`src/rtl/adder_8bits_reg.sv`:
```
// Registered bank of independent 1-bit full adders. Each position has its own
// carry-in and carry-out; carries never ripple between positions.

module full_adder (
    input  logic a,
    input  logic b,
    input  logic cin,
    output logic s,
    output logic cout
);
    assign s    = a ^ b ^ cin;
    assign cout = (a & b) | (a & cin) | (b & cin);
endmodule

module adder_8bits_reg #(
    parameter int WIDTH = 8
) (
    input  logic             clk,
    input  logic             rst_n,
    input  logic [WIDTH-1:0] first_byte,
    input  logic [WIDTH-1:0] second_byte,
    input  logic [WIDTH-1:0] carry_in,
    output logic [WIDTH-1:0] sum_bytes,
    output logic [WIDTH-1:0] carry_out
);
    logic [WIDTH-1:0] s;
    logic [WIDTH-1:0] c;

    // Position i sees only its own operands and carry-in.
    for (genvar i = 0; i < WIDTH; i++) begin : g_fa
        full_adder u_fa (
            .a   (first_byte[i]),
            .b   (second_byte[i]),
            .cin (carry_in[i]),
            .s   (s[i]),
            .cout(c[i])
        );
    end

    always_ff @(posedge clk or negedge rst_n) begin
        if (!rst_n) begin
            sum_bytes <= '0;
            carry_out <= '0;
        end else begin
            sum_bytes <= s;
            carry_out <= c;
        end
    end
endmodule

```
`config.mk`:
```
export PLATFORM = sky130hd
export DESIGN_NAME = adder_8bits_reg
export DESIGN_NICKNAME = d
export VERILOG_FILES = /design/src/rtl/adder_8bits_reg.sv
export SDC_FILE = /design/constraint.sdc
export NUM_CORES = 1
export LEC_CHECK = 0
export ABC_AREA = 1
export BUFFER_PORTS_ARGS = -buffer_cell sky130_fd_sc_hd__buf_2
export CORE_MARGIN = 1.5
export CORE_UTILIZATION = 40
export DETAILED_ROUTE_END_ITERATION = 6
export GPL_ROUTABILITY_DRIVEN = 0
export GPL_TIMING_DRIVEN = 0
export PLACE_DENSITY_LB_ADDON = 0.12
export RECOVER_POWER = 25
export SKIP_CTS_REPAIR_TIMING = 1
export SLEW_MARGIN = 20
export SYNTH_ARGS = -nofsm -noshare
export SYNTH_HDL_FRONTEND = slang
export SYNTH_SLANG_ARGS = --single-unit
```
`constraint.sdc`:
```
create_clock -name clk -period 0.8 [get_ports clk]
set_input_delay 0.08 -clock clk [delete_from_list [all_inputs] [get_ports clk]]
set_output_delay 0.08 -clock clk [all_outputs]
set_load 0.1 [all_outputs]
```
# Word-level counts from Yosys, hierarchy flattened

Index checks and enable logic that the tools add are counted.

Bits in registers: 16
Input bits: 26
Output and inout bits: 16
Word-level logic and storage cells: 58

Bitwise logic cells: 56

Operators by type and width:

| cell              | count |
|---|---|
| 1-bit bitwise AND | 24 |
| 1-bit OR          | 16 |
| 1-bit bitwise XOR | 16 |

# Logic depth before layout (Yosys ltp)

Word-level depth: 3
Depth in mapped cells: 1
Gate-level depth less buffers: 1

# Hierarchy

From an unflattened synthesis, not the netlist that was laid out.

Cells, all modules: 24
Area, all modules: 560.5 µm²

By module, submodules not included:

| module          | instances | cells an instance | area an instance (µm²) | seq. area each (µm²) |
|---|---|---|---|---|
| adder_8bits_reg | 1         | 16                | 400.4                  | 400.4 |
| full_adder      | 8         | 1                 | 20.0                   | 0.0 |

# Worst setup path before layout

No wires, ideal clock.

Path kind: register -> output
From: register carry_out[0]
To: output port carry_out[0]
Arrival: 0.883 ns
Required time: 0.720 ns
Path slack: -0.163 ns
Cell stages (with the launch flop): 1
Path buffers: 0
Cells stage by stage: dfrtp_1

RTL lines:

| item                   | RTL line | source |
|---|---|---|
| start, declared        | 24       | `output logic [WIDTH-1:0] carry_out` |
| start signal, assigned | 43       | `carry_out <= '0;` |
| start signal, assigned | 46       | `carry_out <= c;` |

No word-level cell between the ends.

# Worst setup path in the final report

From: register carry_out[2]
To: output port carry_out[2]

No word-level cell between the ends.

==> metrics <==
sw power 1090 uW; Top Metal Used met3; Detail Route Antenna Nets 0; max-cap violations 0; CTS H-Tree Depth 1; crit path max fanout 1; drt total wl 1050 um; die height 40.4 um; CTS tree built; crit path capture type output port; P per Cell Area 2570 nW/um2; Buf+Inv Stages, Crit Path 1; worst slew pin tran 0.342 ns; CP top delay family flip-flops; Initial Util 43.1%; Syn Nets 58; via count 367; IO buf count 41; switching part of the total 43.7%; unrepaired setup endpoints after global routing yes; CP Cell Sequence buf_8; Reg power frac 39.0%; Hold Vio Cnt, Final 0; Via density 4.37; Lkg Pwr 0.000438 uW; CTS Buffer Depth 2; Worst EP arrival 0.87 ns; Combinational Power Share 45.2%; I/O pin count 42; layout cell share with drive strength beyond 1 75.4%; first-pass GRT wire length 1350 um; final worst slack -0.152 ns; synth warn 0; GRT Total Usage 13.9%; crit-path max cell delay 0.42 ns; GRT overflow 0; CP max stage cell dfrtp_2; max-slew violation count 0; sequential-to-total area share from yosys stat 71.4%; Die Wd 40.4 um; clock sinks 16; mean area per synthesized cell 23.4 um2; highest clock rate 1050 MHz; clk slew on worst S/H paths 0.08 ns; routed len/inst 12.5 um; WL met1 322 um; post-route cell area 973 um2; WS Path Type register to output port; DRT iter0 DRCs 1; Netlist Area Pre-Place 561 um2; number of global-route vias before repair 331; Crit. path cell count 1; final hold slack 0.0620 ns; Synth-to-Final Area Change 73.7%; CTS Buf Count 3; post-layout min period 0.952 ns; Clk pwr share 15.8%; core area 1300 um2; Core Util, Final 74.8%; Clock Tree Root clkbuf_4; fin crit share 119%; P_int 1410 uW; Synth Instances 24; startpoint types register; status complete, but fails checks; pin count of the biggest net entering global routing 17; hold path depth 2; routed wl met3 82 um; WP data required 0.72 ns; Rows 13; DRT Pass-1 Iters 2; Placement Cell Area 805 um2; Hold Path Class input port to register; Yosys cell types 2; Peak VDD IR 0.00133 V; Setup violations, final 16; antenna violations before repair 0; Synth Register Bits 16; slew margin rel. 77.2%; ant diodes 0; DRC viols 0; nets@finish 105; Die Area 1630 um2; DR WL met2 648 um; failing checks setup timing
-- kinds of logic after synthesis --
family,Yosys count,synth area share [%]
fa+ha+maj,8,28.6
flops,16,71.4
-- stage by stage --
| step | worst slack, ns | total power (uW) | cells | setup TNS [ns] |
|---|---|---|---|---|
| 6_report | -0.152 | 2510 | 84 | -2.27 |
| 5_1_grt | -0.189 | 2620 | 84 | -2.83 |
| 4_1_cts | -0.338 | 2300 | 83 | -5.21 |
| 3_5_place_dp | -0.0268 | 1900 | 80 | -0.239 |
| 3_3_place_gp | -0.0156 | 1880 | 80 | -0.127 |
| 2_1_floorplan | 0.0743 | 1690 | 24 | 0 |
-- cell usage after synthesis (all sizes together) --
cell	instances	area, um2
fa	8	160
dfrtp	16	400
-- area by class of cell --
cell class / instances / area [um2]
clock buffer: 3 / 22.5
fill: 98 / 328
multi-input combinational: 8 / 160
sequential: 16 / 420
tap: 15 / 18.8
timing repair buffer: 42 / 352
-- power groups by stage --
| stage | clock [uW] | sequential, uW | combinational [uW] |
|---|---|---|---|
| floorplan | 0 | 1650 | 34.8 |
| global placement | 0 | 948 | 935 |
| detailed placement | 0 | 953 | 949 |
| CTS | 415 | 936 | 949 |
| global route | 456 | 988 | 1170 |
| finish | 396 | 978 | 1130 |
-- per-layer routing --
| layer | up-vias | global-route usage (%) |
|---|---|---|
| met4 | 0 | 10.0 |
| met5 | - | 0 |
| li1 | 163 | - |
| met1 | 182 | 14.4 |
| met3 | 0 | 3.89 |
| met2 | 22 | 23.8 |
-- worst paths after layout --
check | from | to | slack (ns)
worst max-delay path | carry_out[2]$_DFF_PN0_ | carry_out[2] | -0.15
min in group asynchronous | rst_n | sum_bytes[3]$_DFF_PN0_ | 0.23
max in group asynchronous | rst_n | carry_out[6]$_DFF_PN0_ | 0.29
worst min-delay path | carry_in[4] | sum_bytes[4]$_DFF_PN0_ | 0.06
-- state kept, by name, summed over array words and instances (netlist names) --
signal / flops
sum_bytes: 8
carry_out: 8
-- cell usage in the layout, fill, tap and decap left out --
master | netlist | final
clkbuf_4 | 0 | 3
buf_2 | 0 | 17
clkbuf_1 | 0 | 8
buf_12 | 0 | 4
dlygate4sd3_1 | 0 | 1
fa_1 | 8 | 8
buf_6 | 0 | 9
dfrtp_2 | 0 | 16
buf_8 | 0 | 3
(Power assumes the default switching activity.)
